## config.mk

```make
export PLATFORM = sky130hd
export DESIGN_NAME = wb_xbar_rr
export DESIGN_NICKNAME = d
export VERILOG_FILES = /design/src/rtl/wb_xbar_rr.sv
export SDC_FILE = /design/constraint.sdc
export NUM_CORES = 1
export LEC_CHECK = 0
export ABC_AREA = 1
export CAP_MARGIN = 20
export CORE_AREA = 2 2 195 197
export CTS_BUF_LIST = sky130_fd_sc_hd__clkbuf_8
export DETAILED_ROUTE_END_ITERATION = 7
export DIE_AREA = 0 0 197 199
export PLACE_DENSITY = 0.79
export SLEW_MARGIN = 10
export SYNTH_ARGS = -nofsm -noshare
export SYNTH_HDL_FRONTEND = slang
export SYNTH_HIERARCHICAL = 1
export SYNTH_SLANG_ARGS = --single-unit
```

## constraint.sdc

```tcl
create_clock -name sys_clk -period 4.15 [get_ports sys_clk]
set_input_delay 0.83 -clock sys_clk [delete_from_list [all_inputs] [get_ports sys_clk]]
set_output_delay 0.83 -clock sys_clk [all_outputs]
set_load 0.02 [all_outputs]
```

## src/rtl/wb_xbar_rr.sv

```systemverilog
// Wishbone-style N_MST x N_SLV crossbar: base/mask address decode, per-slave
// round-robin arbitration, decode-error response and per-slave ack timeout.

module wb_xbar_slv #(
  parameter int N_MST   = 2,
  parameter int AW      = 16,
  parameter int DW      = 32,
  parameter int TIMEOUT = 15,
  parameter int TW      = 4,
  parameter int MW      = 1
) (
  input  logic                sys_clk,
  input  logic                sys_rst,
  input  logic [N_MST-1:0]    req_i,
  input  logic [N_MST-1:0]    m_we_i,
  input  logic [N_MST*AW-1:0] m_addr_i,
  input  logic [N_MST*DW-1:0] m_data_i,
  input  logic                s_ack_i,
  output logic                s_stb_o,
  output logic                s_we_o,
  output logic [AW-1:0]       s_addr_o,
  output logic [DW-1:0]       s_data_o,
  output logic [MW-1:0]       owner_o,
  output logic                busy_o,
  output logic                done_o,
  output logic                tmo_o
);
  typedef enum logic {IDLE, BUSY} state_e;

  state_e          state_q;
  logic [MW-1:0]   last_q, owner_q, gnt_idx;
  logic [TW-1:0]   cnt_q;
  logic            stb_q, we_q, gnt_vld;
  logic [AW-1:0]   addr_q;
  logic [DW-1:0]   data_q;

  // Scan masters starting just after the last one served.
  always_comb begin : arb
    int j;
    j       = 0;
    gnt_vld = 1'b0;
    gnt_idx = '0;
    for (int k = 1; k <= N_MST; k++) begin
      j = int'(last_q) + k;
      if (j >= N_MST) j = j - N_MST;
      if (!gnt_vld && req_i[j]) begin
        gnt_vld = 1'b1;
        gnt_idx = MW'(j);
      end
    end
  end

  always_ff @(posedge sys_clk or negedge sys_rst) begin
    if (!sys_rst) begin
      state_q <= IDLE;
      stb_q   <= 1'b0;
      we_q    <= 1'b0;
      addr_q  <= '0;
      data_q  <= '0;
      cnt_q   <= '0;
      owner_q <= '0;
      last_q  <= MW'(N_MST - 1);
    end else begin
      case (state_q)
        IDLE: if (gnt_vld) begin
          state_q <= BUSY;
          stb_q   <= 1'b1;
          we_q    <= m_we_i[gnt_idx];
          addr_q  <= m_addr_i[int'(gnt_idx)*AW +: AW];
          data_q  <= m_data_i[int'(gnt_idx)*DW +: DW];
          owner_q <= gnt_idx;
          cnt_q   <= '0;
        end
        BUSY: if (s_ack_i) begin
          state_q <= IDLE;
          stb_q   <= 1'b0;
          last_q  <= owner_q;
        end else if (cnt_q == TW'(TIMEOUT - 1)) begin
          state_q <= IDLE;
          stb_q   <= 1'b0;
        end else begin
          cnt_q   <= cnt_q + 1'b1;
        end
      endcase
    end
  end

  assign s_stb_o  = stb_q;
  assign s_we_o   = we_q;
  assign s_addr_o = addr_q;
  assign s_data_o = data_q;
  assign owner_o  = owner_q;
  assign busy_o   = (state_q == BUSY);
  assign done_o   = busy_o & s_ack_i;
  assign tmo_o    = busy_o & ~s_ack_i & (cnt_q == TW'(TIMEOUT - 1));
endmodule

module wb_xbar_rr #(
  parameter int                  N_MST    = 2,
  parameter int                  N_SLV    = 4,
  parameter int                  AW       = 16,
  parameter int                  DW       = 32,
  parameter logic [N_SLV*AW-1:0] SLV_BASE = {16'hC000, 16'h8000, 16'h4000, 16'h0000},
  parameter logic [N_SLV*AW-1:0] SLV_MASK = {16'hF000, 16'hC000, 16'hC000, 16'hC000},
  parameter int                  TIMEOUT  = 15,
  parameter int                  TW       = 4
) (
  input  logic                sys_clk,
  input  logic                sys_rst,
  input  logic [N_MST-1:0]    m_stb_i,
  input  logic [N_MST-1:0]    m_we_i,
  input  logic [N_MST*AW-1:0] m_addr_i,
  input  logic [N_MST*DW-1:0] m_data_i,
  output logic [N_MST-1:0]    m_ack_o,
  output logic [N_MST-1:0]    m_err_o,
  output logic [N_MST-1:0]    m_stall_o,
  output logic [N_MST*DW-1:0] m_data_o,
  output logic [N_SLV-1:0]    s_stb_o,
  output logic [N_SLV-1:0]    s_we_o,
  output logic [N_SLV*AW-1:0] s_addr_o,
  output logic [N_SLV*DW-1:0] s_data_o,
  input  logic [N_SLV-1:0]    s_ack_i,
  input  logic [N_SLV*DW-1:0] s_data_i
);
  localparam int MW = (N_MST > 1) ? $clog2(N_MST) : 1;

  logic [N_MST-1:0][N_SLV-1:0] hit;
  logic [N_SLV-1:0][N_MST-1:0] req;
  logic [N_SLV-1:0][MW-1:0]    owner;
  logic [N_SLV-1:0]            busy, done, tmo;
  logic [N_MST-1:0]            any_hit, owned, elig;
  logic [N_MST-1:0]            ack_q, ack_d, err_q, err_d;
  logic [N_MST-1:0][DW-1:0]    rdata_q, rdata_d;

  // Lowest-numbered matching slave wins on overlapping windows.
  always_comb begin
    hit     = '0;
    any_hit = '0;
    for (int m = 0; m < N_MST; m++)
      for (int s = 0; s < N_SLV; s++)
        if (!any_hit[m] &&
            ((m_addr_i[m*AW +: AW] & SLV_MASK[s*AW +: AW]) == SLV_BASE[s*AW +: AW])) begin
          hit[m][s]  = 1'b1;
          any_hit[m] = 1'b1;
        end
  end

  always_comb begin
    owned = '0;
    for (int m = 0; m < N_MST; m++)
      for (int s = 0; s < N_SLV; s++)
        if (busy[s] && owner[s] == MW'(m)) owned[m] = 1'b1;
  end

  assign elig      = m_stb_i & ~ack_q & ~err_q & ~owned;
  assign m_stall_o = m_stb_i & ~owned & ~ack_q & ~err_q;

  always_comb begin
    req = '0;
    for (int s = 0; s < N_SLV; s++)
      for (int m = 0; m < N_MST; m++)
        req[s][m] = elig[m] & hit[m][s];
  end

  // Completion routing: ack/err back to the owning master, read data latched.
  always_comb begin
    ack_d   = '0;
    err_d   = elig & ~any_hit;
    rdata_d = rdata_q;
    for (int m = 0; m < N_MST; m++)
      for (int s = 0; s < N_SLV; s++)
        if (owner[s] == MW'(m)) begin
          if (done[s]) begin
            ack_d[m]   = 1'b1;
            rdata_d[m] = s_data_i[s*DW +: DW];
          end
          if (tmo[s]) err_d[m] = 1'b1;
        end
  end

  always_ff @(posedge sys_clk or negedge sys_rst) begin
    if (!sys_rst) begin
      ack_q   <= '0;
      err_q   <= '0;
      rdata_q <= '0;
    end else begin
      ack_q   <= ack_d;
      err_q   <= err_d;
      rdata_q <= rdata_d;
    end
  end

  assign m_ack_o  = ack_q;
  assign m_err_o  = err_q;
  assign m_data_o = rdata_q;

  for (genvar s = 0; s < N_SLV; s++) begin : g_slv
    wb_xbar_slv #(
      .N_MST(N_MST), .AW(AW), .DW(DW), .TIMEOUT(TIMEOUT), .TW(TW), .MW(MW)
    ) u_slv (
      .sys_clk (sys_clk),
      .sys_rst (sys_rst),
      .req_i   (req[s]),
      .m_we_i  (m_we_i),
      .m_addr_i(m_addr_i),
      .m_data_i(m_data_i),
      .s_ack_i (s_ack_i[s]),
      .s_stb_o (s_stb_o[s]),
      .s_we_o  (s_we_o[s]),
      .s_addr_o(s_addr_o[s*AW +: AW]),
      .s_data_o(s_data_o[s*DW +: DW]),
      .owner_o (owner[s]),
      .busy_o  (busy[s]),
      .done_o  (done[s]),
      .tmo_o   (tmo[s])
    );
  end
endmodule
```

==> results.txt, run 1 <==
- The flow ran to the end, and the final reports show no timing, DRC or antenna violations.
- Number of register bits inferred by synthesis: 296
- After global routing the overflow that remains totals 0.
- The final hold violation count came to 0.
- Unrepaired setup endpoints after global routing: false
* Util after Layout: 62.5%
- Horiz. Die Dim: 197 um
* Max-cap check violation count: 0
- The number of nets handed over by synthesis was 2620.
- TritonCTS clock tree: done
- The floorplan has 71 rows.
- The critical path ends at m_stall_o[1].
* End of the worst register-to-register path: g_slv[3].u_slv/s_addr_o[1]
* Count of buffers inserted at the top-level ports: 503
* Path class of the lowest-slack min-delay path: in -> async
- Global-route wire length before repair: 96300 um
- At the end of routability-driven placement, the weighted congestion stood at 0.897.
- Layout-stage area growth over the synthesis result: 35.0%
- Setup skew after layout: 0.0336 ns
* Initial DRC Count: 1108
- Detailed placement HPWL: 43600 um
- Mapped Avg Cell Area: 7.23 um2
* Final setup violation count: 0
* Relative slew slack: 43.8%
- Antenna violations before repair: 4
- After detailed placement, the design holds a cell count of 3239.
* Proportion of layout cells with a drive suffix above 1: 8.29%
- Post-CTS repair changed the size of 0 cells.
- In this run the number of H-tree levels came out at 2.
- After layout, the worst path uses 81.8% of the clock period.
- STA classifies the critical path startpoint as an input port.
* Clock slew at reported path FFs: 0.06 ns
* Synth cell types: 25
- Minimum clock period: 3.40 ns
- Number of buffers inserted for hold repair after clock tree synthesis: 0
* Initial Util: 46.3%
- STA puts the critical path data required time at 3.32 ns.
- No sink is reached through more buffers than the 3 on the longest clock path.
- The total area inside the core boundary comes to 0.0371 mm2.
* Synth Cell Area: 0.0172 mm2
- Top-level I/O count: 504
- With fillers left out, the area of the finished cells amounts to 0.0232 mm2.
- The filler cells instantiated in the layout total 3237.
- Setup slack on the worst reg-to-reg path comes out at 1.45 ns.
- Once the clock tree was built, the setup fixing pass inserted 0 buffers.
- The worst setup path is of the in -> out kind.
- Vias: 17708
- CP Data Arrival Time: 2.57 ns
- Tracing the worst setup path back leads to its startpoint at m_stb_i[1].
* Max Fclk: 295 MHz
- Of all nets on the critical path, the largest fanout is 5.
* Die Outline Area: 0.0392 mm2
- Placed Area: 0.0222 mm2
- Leak Pwr: 11.9 nW
- From bottom edge to top edge, the die measures 199 um.
- The worst register-to-register path begins at g_slv[2].u_slv/busy_o.
- At the later pin of the worst-skew pair, clock insertion delay measures 0.63 ns.
- Post-DRT Antenna Nets: 0
- Sequential cell area fraction in the yosys report: 43.1%
- Detailed Routing Iterations Pass 1: 6
- Slew at the pin with the worst max-slew slack: 0.840 ns
* Clock sink count: 296
- Number of buffers added by the clock tree synthesis step: 51
- Final std cells w/o fill: 3336
- Final wirelength: 63200 um
* Gr usage total: 31.7%
* Final number of max-transition violations: 0
- Routed len/inst: 19.0 um
* Worst vdd rail ir drop: 0.419 mV
- CP endpoint kind: output pin
- Synthesis handed over a netlist of 2378 instances.
- Number of global-route vias before repair: 17319
- Cell Pwr Density: 711 mW/mm2
- The Yosys step of the flow raised 6 warnings.
* Detailed-route DRC error count: 0
- Using the TritonRoute via totals, the vias-per-cell ratio works out to 5.31.
- Sum of negative setup slack: 0 ns
- Clock root cell: clkbuf_8
* Largest net degree at the start of global routing: 100
- Measured in cells, the most critical reg-to-reg path has a length of 10.
* Total number of nets in the final design: 3061
-- sequential cells by signal (all words and copies together), names as in the netlist --
name / count
g_slv.u_slv/s_data_o: 128
g_slv.u_slv/s_addr_o: 64
m_data_o: 64
g_slv.u_slv/cnt_q: 16
g_slv.u_slv/busy_o: 4
g_slv.u_slv/last_q: 4
g_slv.u_slv/owner_o: 4
g_slv.u_slv/s_stb_o: 4
g_slv.u_slv/s_we_o: 4
m_ack_o: 2
m_err_o: 2
-- per-layer routing --
layer  up-vias  share of wire (%)  global-route usage [%]
li1       8386                  -                       -
met2       851                 47                    52.8
met3       175                 11                    10.7
met1      8294                 37                    36.5
met5         -              0.021                       0
met4         2                4.5                    15.7
-- metrics by stage --
stage                     worst slack (ns)  hold slack (ns)  power (mW)
after global routing                 0.678            0.306        17.5
after global placement               0.725            0.461        13.6
final                                0.754            0.253        16.5
after CTS                            0.773            0.250        16.5
after floorplan                       1.98            0.448        9.80
after detailed placement             0.684            0.468        13.8
-- final cells by class --
class | instances | area, um2 | share of cell area, %
Multi-Input combinational cell | 1599 | 7500 | 32.3
Sequential cell | 296 | 7410 | 31.9
Timing Repair Buffer | 534 | 5420 | 23.3
Inverter | 337 | 1260 | 5.45
Clock buffer | 66 | 908 | 3.91
Tap cell | 474 | 593 | 2.55
Clock inverter | 27 | 110 | 0.474
Antenna cell | 3 | 7.51 | 0.0323
-- layout by cell type, fill, tap and decap left out --
cell | Yosys | layout
nand2_4 | 1 | 4
diode_2 | 0 | 3
dfstp_2 | 4 | 4
clkdlybuf4s50_1 | 0 | 502
o21ai_1 | 35 | 35
nand3_1 | 185 | 185
ha_1 | 8 | 8
clkinv_2 | 0 | 1
nand4_1 | 14 | 14
buf_4 | 15 | 20
inv_1 | 331 | 355
nor2_1 | 157 | 157
buf_12 | 0 | 10
nand2_1 | 703 | 702
a21oi_1 | 64 | 64
clkbuf_8 | 0 | 66
inv_2 | 6 | 7
inv_8 | 0 | 1
nor3_1 | 2 | 2
or2_4 | 4 | 4
dfrtp_1 | 292 | 292
buf_16 | 0 | 1
xnor2_1 | 4 | 4
buf_8 | 0 | 1
o21ai_2 | 112 | 112
nand2_2 | 8 | 6
o21ai_0 | 296 | 296
nor3b_1 | 1 | 1
nand3b_1 | 1 | 1
o22ai_1 | 4 | 4
-- critical path, stage by stage --
cell             delay (ns)
clkdlybuf4s50_1        0.45
nor3b_1                0.30
nand2_1                0.22
inv_1                  0.15
clkdlybuf4s50_1        0.61
-- power breakdown --
group	switching [mW]	internal, mW	leakage [nW]
sequential	0.916	4.25	3.69
clock	1.26	1.42	0.618
combinational	5.02	3.65	7.64
total	7.19	9.32	11.9
-- cells by family after synthesis --
family / synth area share (%)
AO/OA/AOI/OAI: 17.3
XOR/XNOR: 0.204
adder cells (fa/ha/maj): 0.582
buffers and inverters: 13.4
flip-flops: 43.1
AND/OR/NAND/NOR: 25.4
-- worst min-delay path by stage --
| stage | from | slack (ns) | end |
|---|---|---|---|
| floorplan | g_slv[0].u_slv/last_q | 0.45 | g_slv[0].u_slv/last_q |
| global placement | g_slv[2].u_slv/last_q | 0.46 | g_slv[2].u_slv/last_q |
| detailed placement | g_slv[2].u_slv/last_q | 0.47 | g_slv[2].u_slv/last_q |
| CTS | sys_rst | 0.25 | g_slv[2].u_slv/s_data_o[4] |
| global route | sys_rst | 0.31 | g_slv[3].u_slv/s_data_o[17] |
| finish | sys_rst | 0.25 | g_slv[2].u_slv/s_data_o[14] |
-- synth_stat cells --
library cell	number	area, um2
nand2_1	703	2640
inv_1	331	1240
o21ai_0	296	1480
dfrtp_1	292	7310
nand3_1	185	926
nor2_1	157	589
o21ai_2	112	981
a21oi_1	64	320
buf_6	50	563
buf_2	49	245
o21ai_1	35	175
clkbuf_1	32	120
buf_4	15	113
nand4_1	14	87.6
ha_1	8	100
nand2_2	8	50.1
inv_2	6	22.5
dfstp_2	4	105
o22ai_1	4	25.0
or2_4	4	35.0
xnor2_1	4	35.0
nor3_1	2	10.0
nand2_4	1	11.3
nand3b_1	1	7.51
nor3b_1	1	7.51
(Power assumes the default switching activity.)
==> inputs of run 2 (changes only) <==
Settings changed: CORE_AREA 2 2 195 197 to unset, CORE_MARGIN set to 2, CORE_UTILIZATION set to 45, DIE_AREA 0 0 197 199 to unset, PLACE_DENSITY 0.79 to 0.8.
Clock period 4.15 ns to 2.79 ns, I/O delays scaled along.
==> run 2 against run 1 <==
Net effect: clock-buffer cell count shrank 2; register-to-register slack worse by 1.0 ns; sequential power up 50%; non-clock buffer count up 37; cell count grew 2.2%.
==> results.txt, run 2 (same netlist as run 1, synthesis figures left out) <==
- In the finished design, the share of the clock period the worst path needs comes to 92.8%.
- The floorplan step set the die height to 200 um.
* CP Data Arrival Time: 2.03 ns
- The final layout contains routed wiring with a total length of 62700 um.
- TritonCTS built the clock tree.
- After layout, the minimum clock period comes to 2.59 ns.
* Depth of the worst hold-timing path: 2
- The tree is rooted in a clkbuf_8.
* Cell Pwr Density: 1040 mW/mm2
- Measured against its own limit, the worst slew margin works out to 63.5%.
* Worst reg2reg path depth: 11
* Worst vdd rail ir drop: 0.628 mV
- Data on the critical path is required at its endpoint by 2.23 ns.
- Path class of the lowest-slack min-delay path: reg -> reg
- Finished layout cell area: 0.0237 mm2
- Placement Rows: 71
* Sum of negative setup slack: 0 ns
- The clock passes through at most 3 buffers.
- Initial Util: 45.7%
- GRT Residual Overflow: 0
- Number of H-tree levels: 2
* Top cell by count, worst path: inv_1
* Detailed Routing Iterations Pass 1: 7
* Top-level I/O count: 504
- Detailed-route DRC error count: 0
* Largest net degree at the start of global routing: 100
* Gr usage total: 31.0%
- Drt via density: 5.25
- Max Fclk: 386 MHz
- The congestion estimate from routability-driven global placement came to 0.944.
- The wire-length estimate of the detail-placed layout is 44400 um.
* Run status: complete, no violations
- Clock tree synthesis inserted a total of 51 buffers.
- Slowest stage cell, crit path: dfrtp_1
- The region available for standard cell placement spans 0.0377 mm2.
- Timing analysis after detailed placement gives a worst setup slack of 0.0403 ns.
- Leak Pwr: 12.2 nW
* Kind of launch point of the worst setup path: flop
- The critical path is of the reg -> out type.
* Post-DRT Antenna Nets: 0
* Count of buffers inserted at the top-level ports: 503
- Commonest cells after routing, fill and taps aside: nand2_1 (702), clkdlybuf4s50_1 (500), inv_1 (352), o21ai_0 (296), dfrtp_1 (290)
- Number of buffer and inverter stages on the critical path: 3
- The post-route netlist has 9.63% of its cells at a drive strength greater than 1.
* Placed Area: 0.0226 mm2
- Total number of nets in the final design: 3098
- Routed len/inst: 18.4 um
- Along the worst path, the maximum fanout reaches 9.
- Critical path's top delay family: buffers and inverters
- Cells after DPL: 3313
- Antenna violations before repair: 6
- Summing internal, switching and leakage power gives 24.7 mW.
- The clock net in this run drives a total of 296 sinks.
- Counting buffers and inverters, the worst setup path is 6 cells deep.
* Largest stage delay on the critical path: 0.48 ns
- In this run, the number of DRC markers left after iteration 0 of detailed routing was 1082.
- Horiz. Die Dim: 200 um
- Clock insertion delay at the later pin of the skew report: 0.63 ns
- Unrepaired setup endpoints after global routing: false
- Walking the worst path, the cells encountered are inv_1 > o21ai_0 > nor2_2 > nand2_1 > inv_1 > dlygate4sd2_1.
- Util after Layout: 62.8%
- Across all setup checks in the final design, the least slack found is 0.201 ns.
* Hold violation total from the final report: 0
- Die Outline Area: 0.0398 mm2
* Vias: 17902
- The via count of the first global-routing pass came to 17451.
* Final std cells w/o fill: 3411
- The tightest hold path in the finished design has a slack of 0.472 ns.
- Across the run, the number of max-cap violations was 0.
* Post-CTS Setup Inserts: 0
- Slew at the pin with the worst max-slew slack: 0.547 ns
- Final number of max-transition violations: 0
* Clock slew at reported path FFs: 0.07 ns
- The library cell used most frequently in the layout, excluding fill and tap cells, is nand2_1.
* Layout-stage area growth over the synthesis result: 37.6%
- STA classifies the critical path endpoint as an output pin.
* Global-route wire length before repair: 95500 um
- The register with the most flip-flops in the layout has 128 of them.
- Setup skew after layout: 0.0210 ns
- Final setup violation count: 0
-- run 2: cell count changes in the layout (fill, tap and decap cells not counted), sizes merged --
cell | previous run | this run
clkinv | 1 | 5
clkinvlp | 0 | 1
clkdlybuf4s50 | 502 | 500
diode | 3 | 4
dlygate4sd3 | 0 | 1
inv | 363 | 360
dlygate4sd2 | 0 | 2
buf | 32 | 68
clkbuf | 66 | 64
-- run 2: final timing paths --
kind | slack [ns] | from | to
setup reg to reg | 0.43 | g_slv[1].u_slv/busy_o | g_slv[2].u_slv/s_addr_o[11]
hold / removal | 0.47 | g_slv[2].u_slv/last_q | g_slv[2].u_slv/last_q
setup / recovery | 0.20 | g_slv[1].u_slv/busy_o | m_stall_o[1]
max in group asynchronous | 1.44 | sys_rst | m_data_o[1]
min in group asynchronous | 0.50 | sys_rst | g_slv[1].u_slv/s_addr_o[1]
hold reg to reg | 0.47 | g_slv[2].u_slv/last_q | g_slv[2].u_slv/last_q
-- run 2: layout make-up --
cell class | count | area, um2
flip-flops and latches | 296 | 7410
clock buffers | 64 | 881
diodes | 4 | 10.0
repair buffers | 571 | 5840
clock inverters | 29 | 126
inverters | 337 | 1260
well taps | 511 | 639
fillers | 3240 | 14000
multi-input cells | 1599 | 7490
-- run 2: power by group --
| group | leakage, nW | internal, mW | total, mW | switching (mW) |
|---|---|---|---|---|
| Sequential | 3.68 | 6.32 | 7.75 | 1.43 |
| Combinational | 7.87 | 5.59 | 13.0 | 7.40 |
| Clock | 0.603 | 2.06 | 3.95 | 1.89 |
| Total | 12.2 | 14.0 | 24.7 | 10.7 |
-- run 2: what timing repair did --
item | in CTS | in global routing
resized for setup | 4 | 1
endpoints found under the setup margin | 2 | 1
pin swaps | 1 | 0
hold buffers | 1 | 0
hold endpoints to repair | 54 | 0
-- run 2: routing by layer --
layer	GRT usage, %	vias up	part of all wire (%)
met2	51.8	864	48
met4	15.0	2	4.2
met5	0	-	0.021
met1	36.4	8394	37
li1	-	8468	-
met3	9.06	174	11
-- run 2: worst reg2reg max path, delay by kind of cell, from the launching register on --
family / cells / cell delay [ns]
buffers and inverters: 4 / 0.63
AND/OR/NAND/NOR: 4 / 0.50
AO/OA/AOI/OAI: 3 / 0.62
flip-flops: 1 / 0.48
